## config.mk

```make
export PLATFORM = sky130hd
export DESIGN_NAME = deserializer_unit_cell
export DESIGN_NICKNAME = d
export VERILOG_FILES = /design/src/rtl/deserializer_unit_cell.sv
export SDC_FILE = /design/constraint.sdc
export NUM_CORES = 1
export LEC_CHECK = 0
export ABC_AREA = 1
export CAP_MARGIN = 20
export CELL_PAD_IN_SITES_DETAIL_PLACEMENT = 0
export CELL_PAD_IN_SITES_GLOBAL_PLACEMENT = 1
export CORE_ASPECT_RATIO = 1.5
export CORE_MARGIN = 2
export CORE_UTILIZATION = 38
export CTS_BUF_LIST = sky130_fd_sc_hd__clkbuf_4 sky130_fd_sc_hd__clkbuf_8 sky130_fd_sc_hd__clkbuf_16
export CTS_CLUSTER_DIAMETER = 40
export DETAILED_ROUTE_END_ITERATION = 16
export PLACE_DENSITY_LB_ADDON = 0.1
export SETUP_SLACK_MARGIN = 0.15
export SLEW_MARGIN = 5
export SYNTH_ARGS = -nofsm -noshare
export SYNTH_HDL_FRONTEND = slang
export SYNTH_SLANG_ARGS = --single-unit
```

## constraint.sdc

```tcl
create_clock -name CLK -period 2.4 [get_ports CLK]
set_input_delay 0.24 -clock CLK [delete_from_list [all_inputs] [get_ports CLK]]
set_output_delay 0.24 -clock CLK [all_outputs]
set_load 0.01 [all_outputs]
```

## src/rtl/deserializer_unit_cell.sv

```systemverilog
// deserializer_unit_cell: rebuilds frames of eight 32-bit words from an LSB-first serial stream.
// Optional feature macro DESER_TIMEOUT_EN: abort a partial frame after TIMEOUT_CYCLES idle cycles and pulse FRAME_ERR.
module deserializer_unit_cell #(
  parameter int TIMEOUT_CYCLES = 64
) (
  input  logic        CLK,
  input  logic        RESET,
  input  logic        SERIAL_IN,
  input  logic        SERIAL_VALID,
  output logic [31:0] PAR_OUT1,
  output logic [31:0] PAR_OUT2,
  output logic [31:0] PAR_OUT3,
  output logic [31:0] PAR_OUT4,
  output logic [31:0] PAR_OUT5,
  output logic [31:0] PAR_OUT6,
  output logic [31:0] PAR_OUT7,
  output logic [31:0] PAR_OUT8,
  output logic        WORD_VALID,
  output logic [2:0]  WORD_INDEX,
  output logic        FRAME_DONE,
`ifdef DESER_TIMEOUT_EN
  output logic        FRAME_ERR,
`endif
  output logic        BUSY
);
  logic [4:0]  r_bit_cnt;
  logic [2:0]  r_word_cnt;
  logic [30:0] r_shift;
  logic [31:0] r_par [8];
  logic        w_commit;
  logic        w_abort;
  logic [4:0]  w_bit_nxt;
  logic [2:0]  w_word_nxt;
  assign w_commit = SERIAL_VALID && (r_bit_cnt == 5'd31);
`ifdef DESER_TIMEOUT_EN
  localparam int GW = $clog2(TIMEOUT_CYCLES + 1);
  logic [GW-1:0] r_gap;
  // a valid bit on the would-be abort edge wins, so abort requires an idle edge
  assign w_abort = !SERIAL_VALID && BUSY && (r_gap == GW'(TIMEOUT_CYCLES - 1));
  // count consecutive idle edges while a frame is partially received
  always_ff @(posedge CLK or negedge RESET)
    if (!RESET) r_gap <= '0;
    else r_gap <= (SERIAL_VALID || !BUSY || w_abort) ? '0 : r_gap + 1'b1;
  // one-cycle error pulse on the aborting edge
  always_ff @(posedge CLK or negedge RESET)
    if (!RESET) FRAME_ERR <= 1'b0;
    else FRAME_ERR <= w_abort;
`else
  assign w_abort = 1'b0;
`endif
  // next counter values; the 5-bit bit counter wraps 31->0 naturally on a commit
  always_comb begin
    w_bit_nxt  = w_abort ? 5'd0 : SERIAL_VALID ? r_bit_cnt + 5'd1 : r_bit_cnt;
    w_word_nxt = w_abort ? 3'd0 : w_commit ? r_word_cnt + 3'd1 : r_word_cnt;
  end
  // frame position, shift register, word commits and status strobes
  always_ff @(posedge CLK or negedge RESET)
    if (!RESET) begin
      r_bit_cnt  <= '0;
      r_word_cnt <= '0;
      r_shift    <= '0;
      r_par      <= '{default: '0};
      WORD_VALID <= 1'b0;
      WORD_INDEX <= '0;
      FRAME_DONE <= 1'b0;
      BUSY       <= 1'b0;
    end else begin
      r_bit_cnt  <= w_bit_nxt;
      r_word_cnt <= w_word_nxt;
      BUSY       <= |{w_bit_nxt, w_word_nxt};
      WORD_VALID <= w_commit;
      FRAME_DONE <= w_commit && (r_word_cnt == 3'd7);
      if (w_commit) WORD_INDEX <= r_word_cnt;
      if (w_commit) r_par[r_word_cnt] <= {SERIAL_IN, r_shift};
      if (w_abort) r_shift <= '0;
      else if (SERIAL_VALID && !w_commit) r_shift[r_bit_cnt] <= SERIAL_IN;
    end
  assign PAR_OUT1 = r_par[0];
  assign PAR_OUT2 = r_par[1];
  assign PAR_OUT3 = r_par[2];
  assign PAR_OUT4 = r_par[3];
  assign PAR_OUT5 = r_par[4];
  assign PAR_OUT6 = r_par[5];
  assign PAR_OUT7 = r_par[6];
  assign PAR_OUT8 = r_par[7];
endmodule

```

==> flow_summary.toml <==
[power]
p_comb_frac = 0.294
p_int_mw = 12.0
p_clk_frac = 0.314
p_seq_frac = 0.392
power_mw = 18.0
switching_share = 0.331
ir_drop_mv = 0.729
leakage_nw = 7.18
p_sw_mw = 5.96
p_per_area_nw_per_um2 = 1140

[placement]
placed_area_sq_um = 14500
hpwl_microns = 23300
dp_slack_ns = 0.220
dp_cells = 1739
port-buffer-count = 265
place.gp.congestion = 0.801

[clock_tree]
clkSlewWorstSetupHoldPaths_ns = 0.06
clk_latency_ns = 0.52
cts_htree_levels = 2
root_buffer = "clkbuf_16"
cts_tree = "done"
cts_buffers = 36
cts_sinks = 301
cts.path.max_buffers = 3

[sta]
setup_viol = 0
hold_viol = 0
tightest_slew_ns = 0.666
fmax_ghz = 0.472
fin_worst_skew_ns = 0.0167
finalCriticalPeriod_ns = 2.12
setup_tns_ns = 0
slew_violations = 0
fin_crit_sh = 0.882
maxSlewHeadroom = 0.555
grt_setup_unrepaired = "yes"
fin_ws_ns = 0.283

[final_layout]
layout.nets = 1391
final_cells = 1806
antenna_cells = 0
synthToLayoutAreaGrowth_pct = 37.1
drive_gt1_frac = 0.112
finish.instance_area_sq_um = 15800

[floorplan]
die-area_sq_um = 31900
std_cell_rows = 78
ioPinCount = 266
initial_utilization = 0.384
coreArea_sq_um = 30100
fp.dieH_microns = 218
die_w_microns = 146

[detailed_routing]
route.detailed.drc = 0
num_vias = 8458
drt_wl_total_microns = 33500
routed_via_density = 4.68
dr.pass1.iters = 5
antenna_left = 0
drt-initial-drc-count = 401
wire_per_inst_microns = 18.5

[yosys]
yosysUniqueCellTypes = 17
yosys.area.top_type = "dfrtp_1"
synth_ff_type = "dfrtp_1"
synth_edf_count = 0
yosys_register_bits = 301
yosys_warnings = 0
synthArstFlopShare = 1.00
synth_area_per_cell_sq_um = 10.5
syn_inst = 1103
synth_area_sq_um = 11600
ys_seq_area_frac = 0.652
synth_most_common_cell = "nand2_1"
synth_area_leaders = "dfrtp_1, nand2_1, o21ai_0"
syn_nets = 1114
synth_common_cells = "nand2_1, dfrtp_1, o21ai_0"
yosysTopAreaCellShare = 0.652

[critical_path]
path_delay_family = "simple AND/OR/NAND/NOR gates"
path_buf_inv = 3
timing.rr.start = "r_bit_cnt[0]"
worstPathCellList = "ha_2, nand2_1, nor2_1, ha_2, nand2_4, inv_4, nand2_4, clkinv_4, nand2_4, buf_4, nand2_1, o21ai_2"
crit_slowest_cell = "dfrtp_1"
cpMostUsedCell = "nand2_4"
startpoint_type = "register"
required_ns = 2.79
crit_arrival_ns = 2.50
slowest_delay_ns = 0.40
cp-startpoint = "r_bit_cnt[0]"
critical_path_class = "reg2reg"
worstSetupEndpointType = "register"
cp_max_fo = 13

[global_routing]
grt_pass1_vias = 8357
grt_max_degree = 65
antenna_found_initial = 0
grt_overflow_total = 0
track_usage = 0.210
grt_pass1_wl_microns = 51300

[status]
status = "finished, final reports clean"

[job]
cap_violations = 0

[worst_hold_path]
hold_class = "in2async"
-- registers in the layout, summed over array words and instances (netlist names) --
name,flops
r_word_cnt,3
PAR_OUT4,32
FRAME_DONE,1
PAR_OUT5,32
WORD_VALID,1
PAR_OUT8,32
r_shift,31
PAR_OUT3,32
PAR_OUT1,32
PAR_OUT7,32
r_bit_cnt,5
WORD_INDEX,3
BUSY,1
PAR_OUT2,32
PAR_OUT6,32
-- cell families (layout without fill, tap and decap cells) --
logic type | after synthesis | after routing | share of synthesized area
adders and majority gates | 7 | 7 | 0.00758
buffers and inverters | 118 | 421 | 0.0638
AOI/OAI and AO/OA | 290 | 290 | 0.142
and+or+nand+nor | 387 | 387 | 0.135
DFF | 301 | 301 | 0.652
-- per-stage QoR --
stage / hold slack, ns / utilization
final: 0.260 / 0.527
after global placement: 0.229 / 0.483
after detailed placement: 0.228 / 0.483
after floorplan: -0.0556 / -
after global routing: 0.303 / 0.527
after CTS: 0.271 / 0.525
-- power groups by stage --
stage / Sequential [mW] / Clock, mW / Combinational, mW
2_1_floorplan: 7.43 / 0 / 1.88
3_5_place_dp: 7.13 / 0 / 5.38
5_1_grt: 7.20 / 5.98 / 5.81
3_3_place_gp: 7.11 / 0 / 5.34
6_report: 7.05 / 5.66 / 5.29
4_1_cts: 7.06 / 5.77 / 5.40
-- final timing paths --
| check | to | slack, ns | cells past startpoint |
|---|---|---|---|
| max | PAR_OUT5[6] | 0.28 | 12 |
| min in group CLK | PAR_OUT7[31] | 0.41 | 3 |
| min reg2reg | PAR_OUT3[13] | 0.48 | 2 |
| max reg2reg | PAR_OUT5[6] | 0.28 | 12 |
| min | PAR_OUT2[9] | 0.26 | 2 |
| max in group asynchronous | PAR_OUT4[0] | 1.38 | 3 |
-- layout make-up --
| type | instances | area [sq um] |
|---|---|---|
| Fill cell | 2801 | 14200 |
| Inverter | 64 | 248 |
| Sequential cell | 301 | 7530 |
| Tap cell | 400 | 500 |
| Timing Repair Buffer | 293 | 3010 |
| Clock buffer | 44 | 991 |
| Multi-Input combinational cell | 684 | 3320 |
| Clock inverter | 20 | 245 |
-- timing repair --
| action | 4_1_cts | 5_1_grt |
|---|---|---|
| endpoints found under the hold margin | 52 | 0 |
| setup buffers | 0 | 0 |
| gates resized for setup | 0 | 8 |
| hold buffers | 1 | 0 |
| setup endpoints to repair | 0 | 160 |
-- layer usage --
layer  global-route usage  share of wire
met5                    0              0
met4               0.0602          0.024
met3               0.0615          0.072
met2                0.357           0.49
met1                0.260           0.41
-- cell usage in the layout, fill, tap and decap left out, drive strengths merged --
cell	instances
buf	27
o21ai	290
inv	69
dfrtp	301
nand3	14
clkinv	9
clkinvlp	2
clkbuf	45
clkdlybuf4s50	264
dlygate4sd3	1
bufinv	4
ha	7
nor2	33
nand2	340
Power figures use the tool's default switching activity.
